## src/rtl/rv_defs_pkg.sv

```systemverilog
// Shared RV32I definitions for the single-cycle execute core.
// Holds the opcode constants, the ALU opcode enum, the next-PC and
// write-back select encodings, and helpers that map funct3 onto ALU ops.
// No ports. Optional feature macro used by the core: RV32M_EN.
package rv_defs_pkg;

  localparam logic [6:0] OPC_R      = 7'b0110011;
  localparam logic [6:0] OPC_I_ALU  = 7'b0010011;
  localparam logic [6:0] OPC_LOAD   = 7'b0000011;
  localparam logic [6:0] OPC_STORE  = 7'b0100011;
  localparam logic [6:0] OPC_BRANCH = 7'b1100011;
  localparam logic [6:0] OPC_JAL    = 7'b1101111;
  localparam logic [6:0] OPC_JALR   = 7'b1100111;
  localparam logic [6:0] OPC_LUI    = 7'b0110111;
  localparam logic [6:0] OPC_AUIPC  = 7'b0010111;

  localparam logic [6:0] FUNCT7_MULDIV = 7'b0000001;

  typedef enum logic [4:0] {
    ALU_ADD    = 5'd0,
    ALU_SUB    = 5'd1,
    ALU_AND    = 5'd2,
    ALU_OR     = 5'd3,
    ALU_XOR    = 5'd4,
    ALU_SLL    = 5'd5,
    ALU_SRL    = 5'd6,
    ALU_SRA    = 5'd7,
    ALU_SLT    = 5'd8,
    ALU_SLTU   = 5'd9,
    ALU_PASSB  = 5'd10,
    ALU_MUL    = 5'd11,
    ALU_MULH   = 5'd12,
    ALU_MULHSU = 5'd13,
    ALU_MULHU  = 5'd14,
    ALU_DIV    = 5'd15,
    ALU_DIVU   = 5'd16,
    ALU_REM    = 5'd17,
    ALU_REMU   = 5'd18
  } aluOp_t;

  typedef enum logic [1:0] {
    PC_PLUS4  = 2'b00,
    PC_BRANCH = 2'b01,
    PC_JAL    = 2'b10,
    PC_JALR   = 2'b11
  } origPc_t;

  typedef enum logic [1:0] {
    WB_ALU  = 2'b00,
    WB_PC4  = 2'b01,
    WB_LOAD = 2'b10
  } mem2Reg_t;

  // Base integer op from funct3; alt (instr bit 30) turns ADD into SUB
  // and SRL into SRA. The caller decides whether alt is meaningful.
  function automatic aluOp_t baseAluOp(input logic [2:0] funct3, input logic alt);
    aluOp_t op;
    op = ALU_ADD;
    case (funct3)
      3'b000: op = alt ? ALU_SUB : ALU_ADD;
      3'b001: op = ALU_SLL;
      3'b010: op = ALU_SLT;
      3'b011: op = ALU_SLTU;
      3'b100: op = ALU_XOR;
      3'b101: op = alt ? ALU_SRA : ALU_SRL;
      3'b110: op = ALU_OR;
      3'b111: op = ALU_AND;
      default: op = ALU_ADD;
    endcase
    return op;
  endfunction

  // Multiply/divide op from funct3 for the M extension encodings.
  function automatic aluOp_t mulDivAluOp(input logic [2:0] funct3);
    aluOp_t op;
    op = ALU_MUL;
    case (funct3)
      3'b000: op = ALU_MUL;
      3'b001: op = ALU_MULH;
      3'b010: op = ALU_MULHSU;
      3'b011: op = ALU_MULHU;
      3'b100: op = ALU_DIV;
      3'b101: op = ALU_DIVU;
      3'b110: op = ALU_REM;
      3'b111: op = ALU_REMU;
      default: op = ALU_MUL;
    endcase
    return op;
  endfunction

endpackage

```

## src/rtl/uni_alu.sv

```systemverilog
// Combinational ALU for the single-cycle core.
// Ports: a, b (32-bit operands), op (ALU opcode), result (32-bit).
// Macro RV32M_EN: when defined, the multiply/divide opcodes are implemented;
// otherwise they fall through to a zero result like any unknown opcode.
module uni_alu
  import rv_defs_pkg::*;
(
  input  logic [31:0] a,
  input  logic [31:0] b,
  input  aluOp_t      op,
  output logic [31:0] result
);

`ifdef RV32M_EN
  logic        mulSignedA;
  logic        mulSignedB;
  logic [63:0] product;
  logic        divSigned;
  logic [31:0] dividend;
  logic [31:0] divisor;
  logic [31:0] quotMag;
  logic [31:0] remMag;
  logic [31:0] quotient;
  logic [31:0] remainder;
  logic        divByZero;

  // One 64-bit multiplier serves all four multiply ops: each operand is
  // sign- or zero-extended to 64 bits first, so the low 64 bits of the
  // product are correct for every signedness combination.
  assign mulSignedA = (op == ALU_MULH) || (op == ALU_MULHSU);
  assign mulSignedB = (op == ALU_MULH);
  assign product    = {{32{mulSignedA & a[31]}}, a} * {{32{mulSignedB & b[31]}}, b};

  // Signed divide is done on magnitudes with one unsigned divider and the
  // sign fixed afterwards. This also makes 0x80000000 / -1 come out as
  // 0x80000000 with remainder 0 without a special case.
  assign divSigned = (op == ALU_DIV) || (op == ALU_REM);
  assign dividend  = (divSigned && a[31]) ? (32'd0 - a) : a;
  assign divisor   = (divSigned && b[31]) ? (32'd0 - b) : b;
  assign divByZero = (b == 32'd0);
  assign quotMag   = divByZero ? 32'd0 : dividend / divisor;
  assign remMag    = divByZero ? 32'd0 : dividend % divisor;
  assign quotient  = (divSigned && (a[31] ^ b[31])) ? (32'd0 - quotMag) : quotMag;
  assign remainder = (divSigned && a[31]) ? (32'd0 - remMag) : remMag;
`endif

  // Operation select; shifts only look at the low five bits of b.
  always_comb begin
    result = 32'd0;
    case (op)
      ALU_ADD:   result = a + b;
      ALU_SUB:   result = a - b;
      ALU_AND:   result = a & b;
      ALU_OR:    result = a | b;
      ALU_XOR:   result = a ^ b;
      ALU_SLL:   result = a << b[4:0];
      ALU_SRL:   result = a >> b[4:0];
      ALU_SRA:   result = $unsigned($signed(a) >>> b[4:0]);
      ALU_SLT:   result = {31'd0, $signed(a) < $signed(b)};
      ALU_SLTU:  result = {31'd0, a < b};
      ALU_PASSB: result = b;
`ifdef RV32M_EN
      ALU_MUL:    result = product[31:0];
      ALU_MULH:   result = product[63:32];
      ALU_MULHSU: result = product[63:32];
      ALU_MULHU:  result = product[63:32];
      ALU_DIV:    result = divByZero ? 32'hFFFF_FFFF : quotient;
      ALU_DIVU:   result = divByZero ? 32'hFFFF_FFFF : quotient;
      ALU_REM:    result = divByZero ? a : remainder;
      ALU_REMU:   result = divByZero ? a : remainder;
`endif
      default:   result = 32'd0;
    endcase
  end

endmodule

```

## src/rtl/uni_exec_core.sv

```systemverilog
// Single-cycle RV32I control/execute core: instruction decode, datapath
// strobes, ALU, branch compare and the PC register.
// Ports:
//   iCLK, iRST            clock and synchronous active-high reset
//   iInitialPC            PC loaded while iRST is high
//   iInstr                current instruction
//   iRead1, iRead2, iImm  rs1, rs2 and sign-extended immediate
//   oPC, oPC4             current PC and PC+4
//   oALUResult, oZero     ALU result (also data address) and its zero flag
//   oBranch               branch condition from rs1 vs rs2 under funct3
//   oOrigAULA, oOrigBULA  ALU operand selects (PC / immediate)
//   oMem2Reg              write-back select
//   oRegWrite, oMemRead, oMemWrite  enables
//   oALUControl           ALU opcode
//   oOrigPC               next-PC select
// Macro RV32M_EN: enables the multiply/divide decode and ALU ops.
module uni_exec_core
  import rv_defs_pkg::*;
#(
  parameter logic [31:0] BEGINNING_TEXT = 32'h0040_0000
) (
  input  logic        iCLK,
  input  logic        iRST,
  input  logic [31:0] iInitialPC,
  input  logic [31:0] iInstr,
  input  logic [31:0] iRead1,
  input  logic [31:0] iRead2,
  input  logic [31:0] iImm,
  output logic [31:0] oPC,
  output logic [31:0] oPC4,
  output logic [31:0] oALUResult,
  output logic        oZero,
  output logic        oBranch,
  output logic        oOrigAULA,
  output logic        oOrigBULA,
  output logic [1:0]  oMem2Reg,
  output logic        oRegWrite,
  output logic        oMemRead,
  output logic        oMemWrite,
  output logic [4:0]  oALUControl,
  output logic [1:0]  oOrigPC
);

  logic [6:0]  opcode;
  logic [2:0]  funct3;
  logic [6:0]  funct7;
  logic [31:0] pcReg = BEGINNING_TEXT;
  logic [31:0] nextPC;
  logic [31:0] aluA;
  logic [31:0] aluB;
  aluOp_t      aluCtl;
  origPc_t     origPc;
  mem2Reg_t    mem2Reg;
  logic        origA;
  logic        origB;
  logic        regWrite;
  logic        memRead;
  logic        memWrite;
  logic        branchTaken;
  logic        unusedInstrBits;

  assign opcode = iInstr[6:0];
  assign funct3 = iInstr[14:12];
  assign funct7 = iInstr[31:25];

  // Register indices are consumed by the register file, not here.
  assign unusedInstrBits = ^{iInstr[24:15], iInstr[11:7]};

  // Main decoder: every strobe starts inactive so unlisted opcodes (and
  // M encodings in a build without the M extension) behave as NOPs.
  always_comb begin
    origA    = 1'b0;
    origB    = 1'b0;
    mem2Reg  = WB_ALU;
    regWrite = 1'b0;
    memRead  = 1'b0;
    memWrite = 1'b0;
    aluCtl   = ALU_ADD;
    origPc   = PC_PLUS4;
    case (opcode)
      OPC_R: begin
        if (funct7 == FUNCT7_MULDIV) begin
`ifdef RV32M_EN
          regWrite = 1'b1;
          aluCtl   = mulDivAluOp(funct3);
`endif
        end else begin
          regWrite = 1'b1;
          aluCtl   = baseAluOp(funct3, iInstr[30]);
        end
      end
      OPC_I_ALU: begin
        // Bit 30 is part of the immediate except for SRAI.
        origB    = 1'b1;
        regWrite = 1'b1;
        aluCtl   = baseAluOp(funct3, (funct3 == 3'b101) && iInstr[30]);
      end
      OPC_LOAD: begin
        origB    = 1'b1;
        memRead  = 1'b1;
        mem2Reg  = WB_LOAD;
        regWrite = 1'b1;
      end
      OPC_STORE: begin
        origB    = 1'b1;
        memWrite = 1'b1;
      end
      OPC_BRANCH: begin
        aluCtl = ALU_SUB;
        origPc = PC_BRANCH;
      end
      OPC_JAL: begin
        mem2Reg  = WB_PC4;
        regWrite = 1'b1;
        origPc   = PC_JAL;
      end
      OPC_JALR: begin
        mem2Reg  = WB_PC4;
        regWrite = 1'b1;
        origPc   = PC_JALR;
      end
      OPC_LUI: begin
        origB    = 1'b1;
        aluCtl   = ALU_PASSB;
        regWrite = 1'b1;
      end
      OPC_AUIPC: begin
        origA    = 1'b1;
        origB    = 1'b1;
        regWrite = 1'b1;
      end
      default: ;
    endcase
  end

  // Branch condition always compares the raw register values; only the
  // next-PC select decides whether it matters.
  always_comb begin
    branchTaken = 1'b0;
    case (funct3)
      3'b000:  branchTaken = (iRead1 == iRead2);
      3'b001:  branchTaken = (iRead1 != iRead2);
      3'b100:  branchTaken = ($signed(iRead1) < $signed(iRead2));
      3'b101:  branchTaken = ($signed(iRead1) >= $signed(iRead2));
      3'b110:  branchTaken = (iRead1 < iRead2);
      3'b111:  branchTaken = (iRead1 >= iRead2);
      default: branchTaken = 1'b0;
    endcase
  end

  assign aluA = origA ? pcReg : iRead1;
  assign aluB = origB ? iImm : iRead2;

  uni_alu alu (
    .a      (aluA),
    .b      (aluB),
    .op     (aluCtl),
    .result (oALUResult)
  );

  // Next-PC mux; JALR clears bit 0 of the computed target.
  always_comb begin
    nextPC = pcReg + 32'd4;
    case (origPc)
      PC_PLUS4:  nextPC = pcReg + 32'd4;
      PC_BRANCH: nextPC = branchTaken ? (pcReg + iImm) : (pcReg + 32'd4);
      PC_JAL:    nextPC = pcReg + iImm;
      PC_JALR:   nextPC = (iRead1 + iImm) & ~32'd1;
      default:   nextPC = pcReg + 32'd4;
    endcase
  end

  // PC register: reset wins over whatever instruction is presented.
  always_ff @(posedge iCLK) begin
    if (iRST) begin
      pcReg <= iInitialPC;
    end else begin
      pcReg <= nextPC;
    end
  end

  assign oPC         = pcReg;
  assign oPC4        = pcReg + 32'd4;
  assign oZero       = (oALUResult == 32'd0);
  assign oBranch     = branchTaken;
  assign oOrigAULA   = origA;
  assign oOrigBULA   = origB;
  assign oMem2Reg    = mem2Reg;
  assign oRegWrite   = regWrite;
  assign oMemRead    = memRead;
  assign oMemWrite   = memWrite;
  assign oALUControl = aluCtl;
  assign oOrigPC     = origPc;

endmodule

```

## config.mk

```make
export PLATFORM = sky130hd
export DESIGN_NAME = uni_exec_core
export DESIGN_NICKNAME = d
export VERILOG_FILES = /design/src/rtl/rv_defs_pkg.sv /design/src/rtl/uni_alu.sv /design/src/rtl/uni_exec_core.sv
export SDC_FILE = /design/constraint.sdc
export NUM_CORES = 1
export LEC_CHECK = 0
export ABC_AREA = 1
export BUFFER_PORTS_ARGS = -buffer_cell sky130_fd_sc_hd__buf_2
export CORE_MARGIN = 5
export CORE_UTILIZATION = 35
export DETAILED_ROUTE_END_ITERATION = 8
export GPL_ROUTABILITY_DRIVEN = 0
export HOLD_SLACK_MARGIN = 0.12
export PLACE_DENSITY = 0.63
export SYNTH_ARGS = -nofsm -noshare
export SYNTH_HDL_FRONTEND = slang
export SYNTH_HIERARCHICAL = 1
export SYNTH_SLANG_ARGS = --single-unit
export TNS_END_PERCENT = 20
```

## constraint.sdc

```tcl
create_clock -name iCLK -period 8.74 [get_ports iCLK]
set_clock_uncertainty 0.2 [all_clocks]
set_input_delay 1.748 -clock iCLK [delete_from_list [all_inputs] [get_ports iCLK]]
set_output_delay 1.748 -clock iCLK [all_outputs]
set_load 0.03 [all_outputs]
```

# Yosys cells after proc, flatten, opt, wreduce, memory -nomap -nowiden
# Cells that the tools add are included.
# W data, S select, Z words.
totals:
  in_bits: 162
  word_cells: 81
  ff_bits: 32
  output_inout_bits: 112
op_classes:
  n_shift: 3
  eq_ne: 32
  bitwise: 3
  n_reduce_logical: 8
  mux: 23
  n_addsub: 5
  order_cmp: 6
ops:
  columns: ["cell", "count"]
  rows:
  - ["$pmux W32 S11", 1]
  - ["$lt A32 B32 Y1", 4]
  - ["$mux W32", 4]
  - ["$pmux W32 S4", 1]
  - ["$add A32 B32 Y32", 3]
  - ["$pmux W5 S8", 2]
  - ["$ge A32 B32 Y1", 2]
  - ["$add A32 B3 Y32 const B", 1]
  - ["$and A32 B32 Y32", 1]
  - ["$eq A32 B32 Y1", 1]
  - ["$logic_not A32 Y1", 1]
  - ["$ne A32 B32 Y1", 1]
  - ["$or A32 B32 Y32", 1]
  - ["$shl A32 B5 Y32", 1]
  - ["$shr A32 B5 Y32", 1]
  - ["$sshr A32 B5 Y32", 1]
  - ["$sub A32 B32 Y32", 1]
  - ["$xor A32 B32 Y32", 1]
  - ["$eq A7 B6 Y1 const B", 3]
  - ["$eq A7 B7 Y1 const B", 3]
  - ["$eq A5 B3 Y1 const B", 4]
  - ["$pmux W5 S4", 1]
  - ["$eq A5 B4 Y1 const B", 3]
  - ["$eq A7 B5 Y1 const B", 2]
  - ["22 further kinds", 36]

# Logic depth before layout (Yosys ltp)
logic_depth:
  word_depth: 8
  depth_mapped: 33
  depth_no_buf: 28

# Hierarchy
# Netlist, hierarchy kept.
modules_own_cells:
  columns: ["mod", "area_per_inst_um2", "cells_each", "n_inst", "seq_area_each_um2"]
  rows:
  - ["uni_alu", 10416.2, 2180, 1, 0.0]
  - ["uni_exec_core", 8017.7, 1408, 1, 660.6]

# Worst setup path after synthesis
# No wires, ideal clock.
synth_timing:
  path_kind: "input port to output port"
  startpoint: "in iInstr[1]"
  endpoint: "out oZero"
  path_stages: 31
  slack_ns: -0.189
  arrival_ns: 6.981
  t_required_ns: 6.792
  n_path_buf: 5
  cell_sequence: "nand2_1 -> nor2_1 -> inv_1 -> nor2_1 -> inv_1 -> nor4_1 -> inv_1 -> nand3b_1 -> buf_2 -> clkbuf_1 -> o21ai_0 -> buf_2 -> inv_2 -> buf_1 -> ha_1 -> buf_2 -> nor2_1 -> nand2_1 -> nand3_1 -> nand2_1 -> nand2_1 -> nand2_1 -> nand2_1 -> nand2_1 -> nand2_1 -> nor2_1 -> nor2_1 -> nand3_1 -> nor4_1 -> nand4_1 -> nor2_1"
synth_between:
  elab_chain_len: 7
  elab_cells_between_ends: 36
  cone_classes: "2 x add/sub; 2 x order compare; 17 x eq/ne; 3 x shift; 6 x mux; 3 x bitwise; 3 x reduce/logical"
synth_rtl:
  columns: ["element", "line_no", "source"]
  rows:
  - ["start: declaration", "uni_exec_core.sv:25", "input logic [31:0] iInstr,"]
  - ["$eq A7 B5 Y1, or another cell as far along", "uni_exec_core.sv:80", "case (opcode)"]
  - ["$reduce_or A5 Y1 (no line) *", null, null]
  - ["$mux W1 *", "uni_exec_core.sv:80", null]
  - ["$mux W32 *", "uni_exec_core.sv:152", "assign aluB = origB ? iImm : iRead2;"]
  - ["net aluB[3]", "uni_exec_core.sv:50", "logic [31:0] aluB;"]
  - ["$lt A32 B32 Y1, or another cell as far along", "uni_alu.sv:60", "ALU_SLTU: result = {31'd0, a < b};"]
  - ["$pmux W32 S11 *", "uni_alu.sv:50", "case (op)"]
  - ["net oALUResult[0]", "uni_exec_core.sv:31", "output logic [31:0] oALUResult,"]
  - ["$logic_not A32 Y1 *", "uni_exec_core.sv:184", "assign oZero = (oALUResult == 32'd0);"]
  - ["end: declaration", "uni_exec_core.sv:32", "output logic oZero,"]
# The timed path passes the listed nets; every way through them passes the cells marked *.

# Worst setup path after layout
layout_timing:
  startpoint: "in iInstr[0]"
  endpoint: "out oZero"
layout_between:
  elab_chain_len: 7
  elab_cells_between_ends: 36
  cone_classes: "2 x add/sub; 2 x order compare; 17 x eq/ne; 3 x shift; 6 x mux; 3 x bitwise; 3 x reduce/logical"
layout_rtl:
  columns: ["element", "line_no", "source"]
  rows:
  - ["$eq A7 B5 Y1, or another cell as far along", "uni_exec_core.sv:80", null]
  - ["$reduce_or A5 Y1 (no line) *", null, null]
  - ["$mux W1 *", "uni_exec_core.sv:80", null]
  - ["$mux W32 *", "uni_exec_core.sv:152", null]
  - ["net aluB[23]", "uni_exec_core.sv:50", null]
  - ["$sub A32 B32 Y32, or another cell as far along", "uni_alu.sv:52", "ALU_SUB: result = a - b;"]
  - ["$pmux W32 S11 *", "uni_alu.sv:50", null]
  - ["$logic_not A32 Y1 *", "uni_exec_core.sv:184", null]
# Marked as above.

==> metrics.cfg <==
[finish]
final_nets=4162
regArea_sq_um=661
final_cell_count_no_fill=4491
design_area_sq_um=20700
largest_reg_flops=32
multiInputGateArea_sq_um=15300
nFillCells=5980
layout-drive-gt1-share_pct=12.1
finish.utilization_pct=39.5
syn_to_final_growth_pct=12.3

[die]
start_util_pct=35.2
die_area_sq_um=57400
fp.coreArea_sq_um=52300
rows=84
ios=274
die_w_um=239
die_h_um=239

[critical_path]
crit_arrival_ns=6.56
cp-end-kind=output port
cp_max_fo=48
slowest_delay_ns=0.80
crit_type=primary input to output port
cp_common_cell=nor2_1
crit_slowest_cell=o21ai_0
rrSetupSlack_ns=5.58
required_ns=6.79
setup.worst_path.start_class=primary input

[drt]
ant_nets=0
wl_per_cell_um=19.1
drc_errors=0
drt_first_pass_iters=7
postRouteWirelength_um=85800
vias=25051
routed_via_density=5.58
first_iter_violations=3077

[timing]
rsz0062_at_grt=false
period_share_pct=97.3
fin_tns_setup_ns=0
slew_violations=0
setup-violations-final=0
fin_ws_ns=0.233
worstMarginPinSlew_ns=1.02
slew_headroom_pct=31.8
max_freq_mhz=118
fin_crit_ns=8.51
hold_viol=0

[synth]
async_reset_ff_share_pct=0
syn_area_sq_um=18400
synthFlopType=dfxtp_1
ys_seq_area_share_pct=3.58
syn_avg_cell_area_sq_um=5.14
synth_cells=3588
synth.distinct_cells=59
synth_edf_count=2
ys_warn_count=6
synth_seq_cells=32

[clocking]
cts_hold_buf=0
clock-sinks=32
cts_buffer_depth=2
cts_htree_levels=2
cts_tree=done
ctsResizeCount=0
path_clk_slew_ns=0.06
cts_root_buffer=clkbuf_16
cts_setup_buffers=0
clk_latency_ns=0.29
numCtsBuffers=5

[status]
status=completed

[power]
power_density_nw_per_um2=88.6
ir_drop_v=0.000130
leakage_nw=11.4

[job]
drv_cap=0

[place]
placed_cell_area_sq_um=20500
dp_slack_ns=0.286
dp_hpwl_um=72500
place_inst=4481
port_buffers=257

[global_routing]
grt_pass1_wl_um=129000
gr-total-overflow=0
antenna_found_initial=3
grt_util_all_layers_pct=28.4
grt_max_degree=65
grt_pass1_vias=23044

[worst_hold_path]
min_path_type=register to register

## per-stage QoR
step                power [mW]  hold WS, ns
floorplan                 1.16        0.516
global placement          1.60        0.420
detailed placement        1.61        0.420
CTS                       1.79        0.432
global route              1.98        0.461
finish                    1.83        0.436
## critical path: cells and delay by family
kind                       cells  cell delay, ns
and+or+nand+nor               19            2.51
adders and majority gates      1            0.35
AOI/OAI and AO/OA              1            0.80
buffers and inverters          7            1.09
## synthesized netlist by cell type, drive strengths merged (2+ instances only)
master / instances / area (sq um)
fa: 4 / 80.1
a31oi: 14 / 87.6
nand2: 1236 / 4720
and3: 3 / 18.8
o31ai: 3 / 22.5
buf: 96 / 572
nand3b: 13 / 97.6
a211oi: 6 / 45.0
nand3: 462 / 2410
xnor2: 9 / 78.8
o211ai: 21 / 158
a21oi: 200 / 1010
o22ai: 29 / 181
nor4: 15 / 100
edfxtp: 2 / 60.1
xor2: 42 / 368
clkbuf: 30 / 116
a21o: 9 / 67.6
clkinv: 3 / 11.3
dfxtp: 30 / 601
nor3: 58 / 323
or2: 11 / 68.8
o311ai: 2 / 17.5
o21a: 11 / 82.6
a221oi: 2 / 17.5
inv: 496 / 1870
o21bai: 9 / 67.6
nand4: 34 / 213
nor2: 311 / 1270
o21ai: 200 / 1000
o221ai: 6 / 52.6
and2: 6 / 37.5
ha: 196 / 2450
o2111ai: 3 / 26.3
a22oi: 11 / 82.6
## per-layer routing
metal / wire, um / up-vias / global-route usage, % / part of all wire [%]
li1: - / 12073 / - / -
met3: 9890 / 265 / 5.00 / 12
met4: 4660 / 2 / 12.2 / 5.4
met1: 33800 / 11208 / 37.1 / 39
met2: 37400 / 1503 / 46.0 / 44
met5: 13 / - / 0 / 0.015
## final timing paths
kind / cells after the start / end / from
worst max-delay path: 28 / oZero / iInstr[0]
worst min-delay path: 3 / oPC[2] / oPC[2]
worst max register to register: 14 / oPC[24] / oPC[0]
worst min register to register: 3 / oPC[2] / oPC[2]
## cells in the final DEF (no fill, tap or decap), types with 5 or more instances in the layout
master	netlist	routed
a211oi_1	6	6
a21o_1	9	9
a21oi_1	197	197
a22oi_1	11	11
a31oi_1	14	14
and2_1	6	6
buf_2	55	257
buf_4	22	69
clkbuf_16	0	5
dfxtp_1	30	30
ha_1	196	187
ha_2	0	9
inv_1	478	478
inv_2	16	16
nand2_1	1211	1210
nand2_2	21	22
nand3_1	446	445
nand3_2	14	15
nand3b_1	13	13
nand4_1	34	34
nor2_1	288	284
nor2_2	13	16
nor2_4	10	11
nor3_1	54	54
nor4_1	14	11
o211ai_1	21	21
o21a_1	11	11
o21ai_0	173	162
o21ai_1	26	32
o21bai_1	9	9
o221ai_1	6	6
o22ai_1	29	29
or2_2	10	10
xnor2_1	9	9
xor2_1	42	42
## logic make-up after synthesis
kind of cell / Yosys count / share of synthesized area, %
other cells: 1 / 0.0203
simple gates: 2150 / 50.3
buf+inv: 625 / 13.9
mux: 1 / 0.0611
fa+ha+maj: 200 / 13.7
xor+xnor: 51 / 2.42
flops: 32 / 3.58
compound gates: 528 / 16.0
## final cells by class
type / count / area share, %
clock inverter: 3 / 0.0665
multi-input combinational: 2934 / 74.0
sequential: 32 / 3.19
timing repair buffer: 328 / 8.87
clock buffer: 5 / 0.605
tap: 688 / 4.16
inverter: 499 / 9.07
antenna: 2 / 0.0242
## where the power goes
part / total, mW / switching, mW / internal (mW) / leakage (nW)
sequential: 0.190 / 0.0264 / 0.163 / 0.272
clock: 0.173 / 0.0699 / 0.103 / 0.0710
combinational: 1.47 / 1.04 / 0.435 / 11.1
total: 1.83 / 1.13 / 0.702 / 11.4
(Power assumes the default switching activity.)
